## config.mk

```make
export PLATFORM = sky130hd
export DESIGN_NAME = fp_align_shifter
export DESIGN_NICKNAME = d
export VERILOG_FILES = /design/src/rtl/fp_align_shifter.sv
export SDC_FILE = /design/constraint.sdc
export NUM_CORES = 1
export LEC_CHECK = 0
export BUFFER_PORTS_ARGS = -buffer_cell sky130_fd_sc_hd__buf_2
export CAP_MARGIN = 30
export CELL_PAD_IN_SITES_DETAIL_PLACEMENT = 1
export CELL_PAD_IN_SITES_GLOBAL_PLACEMENT = 2
export CORE_MARGIN = 2
export CORE_UTILIZATION = 28
export DETAILED_ROUTE_END_ITERATION = 8
export PLACE_DENSITY = 0.81
export SYNTH_ARGS = -nofsm -noshare
export SYNTH_HDL_FRONTEND = slang
export SYNTH_SLANG_ARGS = --single-unit
```

## constraint.sdc

```tcl
create_clock -name clk -period 1.3 [get_ports clk]
set_input_delay 0.13 -clock clk [delete_from_list [all_inputs] [get_ports clk]]
set_output_delay 0.13 -clock clk [all_outputs]
set_load 0.01 [all_outputs]
```

## src/rtl/fp_align_shifter.sv

```systemverilog
// ---------------------------------------------------------------------------
// fp_align_shifter
//
// Exponent-alignment front end for a single-precision floating-point adder.
// Accepts an IEEE-754 operand pair, orders the operands by magnitude
// (effective exponent first, then mantissa), then right-shifts the smaller
// mantissa one bit per cycle until it lines up with the larger one. The shift
// is capped at SHIFT_CAP positions. Bits shifted out are folded into a sticky
// bit so a later rounding stage still sees them.
//
// Ports
//   clk         rising-edge clock
//   rst_n       asynchronous active-low reset
//   in_valid    operand pair valid
//   in_ready    block can accept an operand pair (IDLE only)
//   a, b        IEEE-754 single-precision operands
//   out_valid   aligned result valid (DONE only)
//   out_ready   downstream accepts the result
//   exp_out     effective exponent of the larger operand
//   big_mant    larger operand mantissa, hidden bit included (24 bits)
//   small_mant  smaller operand mantissa plus guard/round/sticky:
//               [26:3] mantissa, [2] guard, [1] round, [0] sticky
//   sign_big    sign of the larger operand
//   sign_small  sign of the smaller operand
//   swap        1 when b was chosen as the larger operand
//   special     1 when either operand has exponent 0xFF (Inf/NaN)
// ---------------------------------------------------------------------------
module fp_align_shifter #(
  parameter int SHIFT_CAP = 27
) (
  input  logic        clk,
  input  logic        rst_n,
  input  logic        in_valid,
  output logic        in_ready,
  input  logic [31:0] a,
  input  logic [31:0] b,
  output logic        out_valid,
  input  logic        out_ready,
  output logic [7:0]  exp_out,
  output logic [23:0] big_mant,
  output logic [26:0] small_mant,
  output logic        sign_big,
  output logic        sign_small,
  output logic        swap,
  output logic        special
);

  localparam int CW = $clog2(SHIFT_CAP + 1);

  typedef enum logic [1:0] {
    IDLE  = 2'd0,
    ALIGN = 2'd1,
    DONE  = 2'd2
  } state_t;

  state_t       state, state_nxt;
  logic [CW-1:0] cnt;

  // -------------------------------------------------------------------------
  // Operand decode and ordering, evaluated only for the acceptance cycle.
  // -------------------------------------------------------------------------
  logic          accept;
  logic [7:0]    exp_a_eff, exp_b_eff;
  logic [23:0]   mant_a, mant_b;
  logic          b_big;
  logic [7:0]    exp_diff;
  logic [CW-1:0] acc_cnt;
  logic          acc_special;

  assign accept = in_valid && (state == IDLE);

  always_comb begin
    // NOTE: every variable written here gets a default first so no path
    // leaves one unassigned, which would otherwise infer a latch.
    exp_a_eff   = a[30:23];
    exp_b_eff   = b[30:23];
    mant_a      = {1'b1, a[22:0]};
    mant_b      = {1'b1, b[22:0]};
    b_big       = 1'b0;
    exp_diff    = 8'd0;
    acc_cnt     = '0;
    acc_special = 1'b0;

    // Zero/denormal operands: hidden bit 0, effective exponent 1.
    if (a[30:23] == 8'd0) begin
      exp_a_eff = 8'd1;
      mant_a    = {1'b0, a[22:0]};
    end
    if (b[30:23] == 8'd0) begin
      exp_b_eff = 8'd1;
      mant_b    = {1'b0, b[22:0]};
    end

    // A full tie keeps a as the big operand.
    b_big = (exp_b_eff > exp_a_eff) ||
            ((exp_b_eff == exp_a_eff) && (mant_b > mant_a));

    exp_diff = b_big ? (exp_b_eff - exp_a_eff) : (exp_a_eff - exp_b_eff);

    if (32'(exp_diff) > SHIFT_CAP) acc_cnt = CW'(SHIFT_CAP);
    else                           acc_cnt = CW'(exp_diff);

    acc_special = (a[30:23] == 8'hFF) || (b[30:23] == 8'hFF);
  end

  // -------------------------------------------------------------------------
  // Control FSM
  // -------------------------------------------------------------------------
  always_ff @(posedge clk or negedge rst_n) begin
    if (!rst_n) state <= IDLE;
    else        state <= state_nxt;
  end

  always_comb begin
    state_nxt = state;
    unique case (state)
      IDLE: begin
        if (accept) begin
          // Special operands bypass alignment and keep small_mant unshifted.
          if ((acc_cnt == '0) || acc_special) state_nxt = DONE;
          else                                state_nxt = ALIGN;
        end
      end
      ALIGN: begin
        // This edge takes cnt from 1 to 0, completing the alignment.
        if (cnt == CW'(1)) state_nxt = DONE;
      end
      DONE: begin
        if (out_ready) state_nxt = IDLE;
      end
      default: state_nxt = IDLE;
    endcase
  end

  // Handshake flags come straight from the state so in_ready cannot rise in
  // the same cycle as the output handoff.
  assign in_ready  = (state == IDLE);
  assign out_valid = (state == DONE);

  // -------------------------------------------------------------------------
  // Datapath registers
  // -------------------------------------------------------------------------
  always_ff @(posedge clk or negedge rst_n) begin
    // NOTE: sequential state uses non-blocking assignments so every register
    // samples pre-edge values regardless of statement order.
    if (!rst_n) begin
      exp_out    <= 8'd0;
      big_mant   <= 24'd0;
      small_mant <= 27'd0;
      sign_big   <= 1'b0;
      sign_small <= 1'b0;
      swap       <= 1'b0;
      special    <= 1'b0;
      cnt        <= '0;
    end else if (accept) begin
      swap       <= b_big;
      special    <= acc_special;
      cnt        <= acc_cnt;
      if (b_big) begin
        exp_out    <= exp_b_eff;
        big_mant   <= mant_b;
        small_mant <= {mant_a, 3'b000};
        sign_big   <= b[31];
        sign_small <= a[31];
      end else begin
        exp_out    <= exp_a_eff;
        big_mant   <= mant_a;
        small_mant <= {mant_b, 3'b000};
        sign_big   <= a[31];
        sign_small <= b[31];
      end
    end else if (state == ALIGN) begin
      // Shift right by one; the bit leaving position 1 is ORed into sticky.
      small_mant <= {1'b0, small_mant[26:2], small_mant[1] | small_mant[0]};
      cnt        <= cnt - CW'(1);
    end
  end

endmodule

```

==> metrics.cfg, run 1 <==
[worst_setup_path]
crit_required_ns = 1.51
crit_arrival_ns = 3.20
slowest_stage = or4_4
crit_family = simple AND/OR/NAND/NOR gates
crit_fanout = 4
r2r_setup_slack_ns = -0.31
path_common_cell = buf_4
worstSetupPathType = in2reg
crit_path_end_kind = flop
cp_num_buf_inv = 7
critPathMaxStageDelay_ns = 0.47
worstSetupStartpointType = input port
crit_chain = buf_8, nor4_4, buf_4, nand2_2, inv_2, buf_6, ha_4, nand4_1, buf_4, nor3_4, a221oi_2, buf_4, a31oi_4, buf_6, or4_4, o211a_4, nor3_4, a41oi_2

[sta]
relSlewSlack_pct = 58.2
min_period_ns = 3.00
timing.fmax_mhz = 334
grt_setup_unrepaired = yes
skew_ns = 0.00668
worst_slew_pin_slew_ns = 0.625
setup_violations = 67
worst_slack_ns = -1.70
drv_slew = 0
period_share_pct = 231
timing_hold_violations_final = 0

[cells_and_area]
area_delta_synth_final_pct = 66.3
num_antenna_cells = 0
final_layout_size_suffix_gt1_share_pct = 51.1
stdcell_count = 1166
layout.nets = 1038

[cts]
clockBufferDepth = 2
clkSinkCount = 70
path_clk_slew_ns = 0.06
cts_root_buf = clkbuf_16
cts_tree = yes
cts-htree-levels = 3
cts_buffers = 9
insertion_delay_ns = 0.35

[drt]
first_pass_iters = 4
viasPerCell = 5.03
num_vias = 5862
drt_wl_total_mm = 21.0
detail-route-antenna-nets = 0
dr.first_iter.drc_count = 188
drc = 0
post_drt_wl_per_cell_um = 18.0

[place]
io_buffers = 132
place_inst = 1108
place_congestion = 0.842
hpwlAfterDp_mm = 14.1

[synth]
syn_area_per_cell_um2 = 7.84
async_reset_ff_share_pct = 100
synth_area_leader_cell = dfrtp_1
syn_nets = 786
synth_seq_cells = 70
post-synth-top-area-fraction_pct = 33.1
synth_ff_type = dfrtp_1
synthTopCellsByCount = 114 x nand2_1, 75 x nor2_1, 70 x dfrtp_1
ys_types = 62
syn-instance-count = 675
ys_warn_count = 0
ys_seq_area_share_pct = 33.1
synth_area_leaders = dfrtp_1 33%, ha_1 9.7%, nand2_1 8.1%
yosysMostFrequentCell = nand2_1
synth-edff-count = 0
syn_area_um2 = 5290

[floorplanning]
die_w_um = 141
io-pin-count = 133
die_area_um2 = 20000
rows = 50
start_util_pct = 28.4
fp.coreArea_um2 = 18600
dieHeight_um = 141

[power]
power_mw = 13.2
peakVddDrop_uv = 691
p_per_area_nw_per_um2 = 1500
p_leak_nw = 4.19

[grt]
grt_pass1_wl_mm = 31.9
first_global_vias = 6153
grt.total_usage_pct = 20.2
grt_start_max_net_pins = 59
overflow = 0
antenna_found_initial = 0

[worst_hold_path]
hold_path_class = in2reg

[status]
status = finished with violations
violations = negative setup slack

[run]
maxCapViolCount = 0

registers in the layout, summed over array words and instances, names as in the netlist:
| register | flops |
|---|---|
| big_mant | 24 |
| cnt | 5 |
| exp_out | 8 |
| sign_big | 1 |
| sign_small | 1 |
| small_mant | 27 |
| special | 1 |
| state | 2 |
| swap | 1 |
path summary, 6_finish.rpt:
kind | cells after the start | startpoint | endpoint
setup / recovery | 18 | a[28] | cnt[4]
min in group asynchronous | 2 | rst_n | big_mant[19]
max in group asynchronous | 3 | rst_n | state[1]
setup reg to reg | 6 | cnt[1] | state[0]
hold / removal | 3 | b[31] | sign_small
hold reg to reg | 2 | big_mant[10] | big_mant[10]
repair_timing:
action	CTS	global route
cloned	7	3
endpoints found under the hold margin	22	0
gates resized for setup	163	111
hold buffers	1	0
setup endpoints to repair	71	70
pin swaps	41	40
buffers inserted	23	19
per-stage QoR:
step | TNS, ns | utilization, % | hold WS, ns | setup WS, ns | instance area (µm²)
global placement | -129.44 | 38.0 | 0.0708 | -2.10 | 7080
CTS | -95.84 | 44.5 | 0.0775 | -1.68 | 8290
detailed placement | -134.35 | 38.0 | 0.0688 | -2.16 | 7080
global route | -108.51 | 47.2 | 0.102 | -1.91 | 8800
floorplan | -107.96 | - | -0.166 | -1.73 | 5450
finish | -96.81 | 47.2 | 0.0810 | -1.70 | 8800
metal layers:
metal,vias up,wire length [µm],GRT usage (%)
met5,-,0,0
met2,117,10900,37.0
met1,2892,8910,24.6
met4,0,365,5.63
li1,2828,-,-
met3,25,819,3.14
area by class of cell:
type                       instances  area (µm²)
tap                              234         293
timing repair buffer             291        2270
inverter                          47         176
sequential                        70        1750
clock buffer                       9         225
fill                            2219        9840
multi-input combinational        508        4010
clock inverter                     7        72.6
power by group:
part	switching [mW]	total (mW)	internal (mW)	leakage (nW)
registers	0.737	3.93	3.20	0.855
logic	3.60	6.69	3.09	3.19
clock network	1.07	2.56	1.49	0.142
cells by family (layout without fill, tap and decap cells):
family	Yosys count	count (layout)	synth area share (%)
simple gates	256	257	21.7
compound gates	174	174	19.8
buf+inv	98	354	8.11
flops	70	70	33.1
fa+ha+maj	43	43	10.4
mux	27	27	5.65
xor+xnor	7	7	1.16
layout by cell type (no fill, tap or decap), drive strengths merged, types with 2 or more instances in the layout:
cell type	Yosys	layout
clkbuf	32	12
nand3b	2	2
dfrtp	70	70
o22ai	2	2
nand2b	8	8
nor3	5	5
nand4	12	12
a211oi	3	3
a41oi	3	3
mux2	23	23
o21ai	57	57
or2b	3	3
nand3	6	6
buf	18	287
a221oi	2	2
or4	4	4
nor2b	5	5
xnor2	4	4
a21oi	55	55
nor4	12	12
xor2	3	3
a21o	6	6
a2bb2oi	2	2
and2	6	6
o31ai	2	2
inv	47	48
or2	2	3
nor2	75	75
ha	41	41
o211ai	5	5
clkinvlp	0	2
fa	2	2
mux2i	4	4
clkinv	0	3
nand2	114	114
a31oi	26	26
tightest hold or removal path: stages:
cell and delay, ns:
buf_2 0.09, mux2i_1 0.06, o21ai_1 0.11
Power figures use the tool's default switching activity.
==> run 2: changes to the inputs <==
--- a/config.mk
+++ b/config.mk
@@ -11,6 +11,7 @@
 export CELL_PAD_IN_SITES_GLOBAL_PLACEMENT = 2
 export CORE_MARGIN = 2
 export CORE_UTILIZATION = 28
+export CTS_CLUSTER_DIAMETER = 150
 export DETAILED_ROUTE_END_ITERATION = 8
 export PLACE_DENSITY = 0.81
 export SYNTH_ARGS = -nofsm -noshare
==> constraint.sdc (replaced) <==
create_clock -name clk -period 1.3 [get_ports clk]
set_input_delay 0.26 -clock clk [delete_from_list [all_inputs] [get_ports clk]]
set_output_delay 0.26 -clock clk [all_outputs]
set_load 0.01 [all_outputs]
==> metrics.cfg, run 2 (synthesis results as in run 1) <==
[worst_setup_path]
critPathLaunch = a[26]  ; was a[28]
worstSetupStartpointType = input port  ; unchanged
crit_fanout = 4  ; unchanged
r2r_setup_slack_ns = -0.31  ; about the same
crit_path_end_kind = flop  ; unchanged
worstSetupPathType = in2reg  ; unchanged
crit_required_ns = 1.52  ; was 1.51 ns
crit_arrival_ns = 3.30  ; was 3.20 ns
worstReg2RegStart = cnt[1]  ; unchanged
slowest_stage = fa_2  ; was or4_4
critPathMaxStageDelay_ns = 0.42  ; was 0.47 ns
crit_chain = buf_8, nor4_4, buf_4, nand2_4, inv_4, nor2_4, inv_2, ha_4, inv_2, fa_2, a31oi_4, o211ai_4, and2_4, or2_4, buf_4, mux2_4, nor4_4, a21oi_1  ; was buf_8, nor4_4, buf_4, nand2_2, inv_2, buf_6, ha_4, nand4_1, buf_4, nor3_4, a221oi_2, buf_4, a31oi_4, buf_6, or4_4, o211a_4, nor3_4, a41oi_2

[sta]
relSlewSlack_pct = 65.0  ; was 58.2%
setup_violations = 69  ; was 67
timing_hold_violations_final = 0  ; unchanged
grt_setup_unrepaired = yes  ; unchanged
worst_slack_ns = -1.78  ; was -1.70 ns
worst_slew_pin_slew_ns = 0.519  ; was 0.625 ns
skew_ns = 0.00779  ; was 0.00668 ns
drv_slew = 0  ; unchanged
period_share_pct = 237  ; was 231%
timing.fmax_mhz = 325  ; was 334 MHz
min_period_ns = 3.08  ; was 3.00 ns

[cts]
clkSinkCount = 70  ; unchanged
path_clk_slew_ns = 0.06  ; about the same
clockBufferDepth = 2  ; unchanged
cts_root_buf = clkbuf_16  ; unchanged
insertion_delay_ns = 0.35  ; about the same
cts-htree-levels = 3  ; unchanged
cts_tree = yes  ; unchanged
cts_buffers = 9  ; unchanged

[grt]
grt_start_max_net_pins = 39  ; was 59
overflow = 0  ; unchanged
antenna_found_initial = 1  ; was 0
first_global_vias = 6384  ; was 6153
grt.total_usage_pct = 21.2  ; was 20.2%
grt_pass1_wl_mm = 33.3  ; was 31.9 mm

[run]
maxCapViolCount = 0  ; unchanged

[cells_and_area]
area_delta_synth_final_pct = 68.6  ; was 66.3%
mostFrequentLayoutCell = buf_2  ; unchanged
final_cell_mix = 124 x buf_2, 112 x buf_4, 107 x nand2_1  ; was 125 x buf_2, 119 x buf_4, 108 x nand2_1
top_register = small_mant  ; unchanged
top_regs = small_mant (27), big_mant (24), exp_out (8)  ; unchanged
final_layout_size_suffix_gt1_share_pct = 50.2  ; was 51.1%
fillers = 2199  ; was 2219
fin_area_um2 = 8920  ; was 8800 µm²
largest_register_ffs = 27  ; unchanged
layout.nets = 1037  ; was 1038
final_util_pct = 47.9  ; was 47.2%

[place]
placed_area_um2 = 7100  ; was 7080 µm²
hpwlAfterDp_mm = 14.2  ; was 14.1 mm
io_buffers = 132  ; unchanged
place_congestion = 0.846  ; was 0.842

[drt]
drc = 0  ; unchanged
detail-route-antenna-nets = 0  ; unchanged
num_vias = 5912  ; was 5862
post_drt_wl_per_cell_um = 18.4  ; was 18.0 µm
drt_wl_total_mm = 21.5  ; was 21.0 mm
dr.first_iter.drc_count = 218  ; was 188
first_pass_iters = 4  ; unchanged
viasPerCell = 5.07  ; was 5.03

[floorplanning]
die_w_um = 141  ; unchanged
fp.coreArea_um2 = 18600  ; unchanged
io-pin-count = 133  ; unchanged
rows = 50  ; unchanged
die_area_um2 = 20000  ; unchanged
dieHeight_um = 141  ; unchanged
start_util_pct = 28.4  ; unchanged

[power]
power_mw = 13.5  ; was 13.2 mW
p_leak_nw = 4.28  ; was 4.19 nW
p_per_area_nw_per_um2 = 1520  ; was 1500 nW/µm²
peakVddDrop_uv = 678  ; was 691 µV

[status]
violations = negative setup slack  ; unchanged
status = finished with violations  ; unchanged

[worst_hold_path]
hold_path_class = in2reg  ; unchanged
worstHoldStart = b[11]  ; was b[31]

==> run 2: cell count changes in the layout (fill, tap and decap cells not counted), moves of 3 or more <==
cell and delta:
buf_16 +3, buf_4 -7, bufbuf_16 +3, clkbuf_8 +3, o21ai_1 +3, o21ai_2 -3
==> run 2: stage by stage <==
stage | setup slack (ns) | instances | hold slack, ns | TNS [ns]
6_report | -1.78 | 1165 | 0.225 | -108.95
5_1_grt | -1.92 | 1165 | 0.238 | -115.77
4_1_cts | -1.77 | 1160 | 0.210 | -104.42
3_5_place_dp | -2.20 | 1108 | 0.194 | -135.69
3_3_place_gp | -2.20 | 1108 | 0.195 | -132.37
2_1_floorplan | -1.86 | 675 | -0.0356 | -116.54
==> run 2: final timing paths <==
check                      cells past startpoint             end
hold / removal                                 3    big_mant[11]
min in group asynchronous                      2  small_mant[22]
hold reg to reg                                2    big_mant[10]
setup reg to reg                               6        state[0]
setup / recovery                              18        state[0]
max in group asynchronous                      3        state[0]
==> run 2: what timing repair did <==
item                       4_1_cts  5_1_grt
cloned                          13        1
hold buffers                     1        0
setup endpoints to repair       72       72
gates resized for setup        179       88
setup buffers                   23       10
hold endpoints to repair        21        0
pin swaps                       55       49
==> run 2: critical path, delay by kind of cell <==
kind            cells  cell delay [ns]
simple gates        6             1.14
buf+inv             6             0.58
fa+ha+maj           2             0.55
compound gates      3             0.44
mux                 1             0.32
==> run 2: layout make-up <==
class | instances | area, µm² | share of cell area (%)
sequential | 70 | 1750 | 19.7
timing repair buffer | 291 | 2410 | 27.1
tap | 234 | 293 | 3.28
clock buffer | 12 | 267 | 2.99
multi-input combinational | 507 | 3970 | 44.5
clock inverter | 3 | 42.5 | 0.477
antenna | 1 | 2.50 | 0.0280
inverter | 47 | 179 | 2.00
==> run 2: power breakdown <==
group / switching, mW / internal [mW]
registers: 0.740 / 3.20
clock network: 0.983 / 1.63
logic: 3.68 / 3.31
total: 5.41 / 8.14
==> run 2: per-layer routing <==
layer  routed length (µm)  vias up  global-route usage, %
li1                     -     2824                      -
met1                 9110     2961                   25.5
met5                    0        -                      0
met2                11300      102                   38.9
met4                  408        0                   6.00
met3                  698       25                   3.37
==> run 3: changes to the inputs <==
==> constraint.sdc (replaced) <==
create_clock -name clk -period 2.5 [get_ports clk]
set_input_delay 0.5 -clock clk [delete_from_list [all_inputs] [get_ports clk]]
set_output_delay 0.5 -clock clk [all_outputs]
set_load 0.01 [all_outputs]
==> metrics.cfg, run 3 (synthesis results as in run 1) <==
[cells_and_area]
mostFrequentLayoutCell = buf_4  ; was buf_2
top_register = small_mant  ; unchanged
top_regs = small_mant (27), big_mant (24), exp_out (8)  ; unchanged
final_cell_mix = 129 x buf_4, 127 x buf_2, 110 x nand2_1  ; was 124 x buf_2, 112 x buf_4, 107 x nand2_1
layout.nets = 1038  ; was 1037
final_util_pct = 45.7  ; was 47.9%
area_delta_synth_final_pct = 61.0  ; was 68.6%
largest_register_ffs = 27  ; unchanged
final_layout_size_suffix_gt1_share_pct = 48.3  ; was 50.2%

[worst_setup_path]
worstSetupStartpointType = input port  ; unchanged
crit_arrival_ns = 3.52  ; was 3.30 ns
crit_fanout = 5  ; was 4
worstSetupPathType = in2reg  ; unchanged
critPathMaxStageDelay_ns = 0.46  ; was 0.42 ns
crit_chain = buf_2, nor4_4, nand2_4, nand2b_4, inv_4, ha_4, nand2_4, or4_4, a21o_4, a31oi_4, or2_4, buf_12, mux2_4, nor4_4, a21oi_1  ; was buf_8, nor4_4, buf_4, nand2_4, inv_4, nor2_4, inv_2, ha_4, inv_2, fa_2, a31oi_4, o211ai_4, and2_4, or2_4, buf_4, mux2_4, nor4_4, a21oi_1
crit_family = simple AND/OR/NAND/NOR gates  ; unchanged
cp_num_buf_inv = 3  ; was 6
crit_path_end_kind = flop  ; unchanged
slowest_stage = or4_4  ; was fa_2
crit_required_ns = 2.72  ; was 1.52 ns

[floorplanning]
io-pin-count = 133  ; unchanged
die_area_um2 = 20000  ; unchanged
rows = 50  ; unchanged
start_util_pct = 28.4  ; unchanged
fp.coreArea_um2 = 18600  ; unchanged
die_w_um = 141  ; unchanged
dieHeight_um = 141  ; unchanged

[cts]
insertion_delay_ns = 0.35  ; about the same
clkSinkCount = 70  ; unchanged
cts_tree = yes  ; unchanged
cts_buffers = 9  ; unchanged
clockBufferDepth = 2  ; unchanged
path_clk_slew_ns = 0.06  ; about the same
cts_root_buf = clkbuf_16  ; unchanged
cts-htree-levels = 3  ; unchanged

[drt]
detail-route-antenna-nets = 0  ; unchanged
post_drt_wl_per_cell_um = 17.7  ; was 18.4 µm
num_vias = 5774  ; was 5912
drc = 0  ; unchanged
first_pass_iters = 4  ; unchanged
viasPerCell = 4.95  ; was 5.07
drt_wl_total_mm = 20.6  ; was 21.5 mm
dr.first_iter.drc_count = 204  ; was 218

[sta]
tns_ns = -42.46  ; was -108.95 ns
relSlewSlack_pct = 52.4  ; was 65.0%
drv_slew = 0  ; unchanged
period_share_pct = 132
worst_slew_pin_slew_ns = 0.707  ; was 0.519 ns
timing.fmax_mhz = 303
min_period_ns = 3.30
skew_ns = 0.00806  ; was 0.00779 ns
grt_setup_unrepaired = yes  ; unchanged
timing_hold_violations_final = 0  ; unchanged
setup_violations = 66  ; was 69
worst_slack_ns = -0.801  ; was -1.78 ns

[power]
p_leak_nw = 4.17  ; was 4.28 nW
intPower_mw = 3.80  ; was 8.14 mW
power_mw = 6.51  ; was 13.5 mW
p_per_area_nw_per_um2 = 764  ; was 1520 nW/µm²
switching_share_pct = 41.6  ; was 39.9%
p_sw_mw = 2.71  ; was 5.41 mW
power.clock.fraction_pct = 18.2  ; was 19.3%
seqPwrFrac_pct = 31.2  ; was 29.1%
peakVddDrop_uv = 269  ; was 678 µV
comb_power_share_pct = 50.6  ; was 51.6%

[grt]
first_global_vias = 6100  ; was 6384
grt_pass1_wl_mm = 31.7  ; was 33.3 mm
overflow = 0  ; unchanged
grt_start_max_net_pins = 78  ; was 39
grt.total_usage_pct = 19.9  ; was 21.2%
antenna_found_initial = 1  ; unchanged

[run]
maxCapViolCount = 0  ; unchanged

[worst_hold_path]
hold_path_class = in2async  ; was in2reg

[place]
hpwlAfterDp_mm = 14.3  ; was 14.2 mm
place_congestion = 0.815  ; was 0.846
io_buffers = 132  ; unchanged

[status]
violations = negative setup slack  ; unchanged
status = finished with violations  ; unchanged

-- run 3: changes by cell type in the layout (fill, tap and decap cells not counted), sizes merged, moves of 2 or more --
cell,previous run,this run
buf,286,290
bufbuf,3,0
clkinv,1,4
clkbuf,13,11
-- run 3: power by group through the flow --
stage | registers, mW | clock network (mW) | logic (mW)
after detailed placement | 2.05 | 0 | 2.81
after global placement | 2.04 | 0 | 2.73
after CTS | 2.03 | 1.21 | 3.12
after floorplan | 2.21 | 0 | 1.37
after global routing | 2.10 | 1.26 | 3.62
final | 2.03 | 1.18 | 3.29
-- run 3: layout make-up --
cell class / count / area [µm²]
multi-input cells: 508 / 3860
fillers: 2226 / 10100
flip-flops and latches: 70 / 1750
clock inverters: 6 / 38.8
repair buffers: 291 / 2170
well taps: 234 / 293
diodes: 1 / 2.50
inverters: 47 / 179
clock buffers: 10 / 229
-- run 3: layer usage --
metal	up-vias	part of all wire (%)	wire length, µm	global-route usage [%]
met5	-	0	0	0
met4	0	1.8	369	4.89
met3	25	3.4	710	3.37
met2	112	52	10700	36.2
met1	2806	43	8800	24.5
li1	2831	-	-	-
-- run 3: final timing paths --
kind                                    from              to  slack [ns]  cells after the start
worst max-delay path                   b[26]        state[0]       -0.80                     15
worst min-delay path                   rst_n    big_mant[20]        0.10                      1
worst max register to register      state[1]          cnt[1]        0.82                      7
worst min register to register  big_mant[11]    big_mant[11]        0.48                      2
max in group asynchronous              rst_n  small_mant[25]        1.81                      2
min in group clk                       a[31]        sign_big        0.45                      3
-- run 3: metrics by stage --
step,hold slack (ns),std cells,setup WS [ns],area [µm²]
3_5_place_dp,0.465,1117,-1.41,7120
5_1_grt,0.125,1167,-0.900,8520
6_report,0.101,1167,-0.801,8520
3_3_place_gp,0.456,1117,-1.25,7120
2_1_floorplan,0.204,675,-0.899,5450
4_1_cts,0.107,1155,-0.775,8110
-- run 3: what timing repair did --
action / in CTS / in global routing
pin swaps: 25 / 45
hold buffers: 0 / 0
setup endpoints to repair: 66 / 66
resized for setup: 115 / 88
buffers inserted: 17 / 14
endpoints found under the hold margin: 0 / 0
cloned: 6 / 1
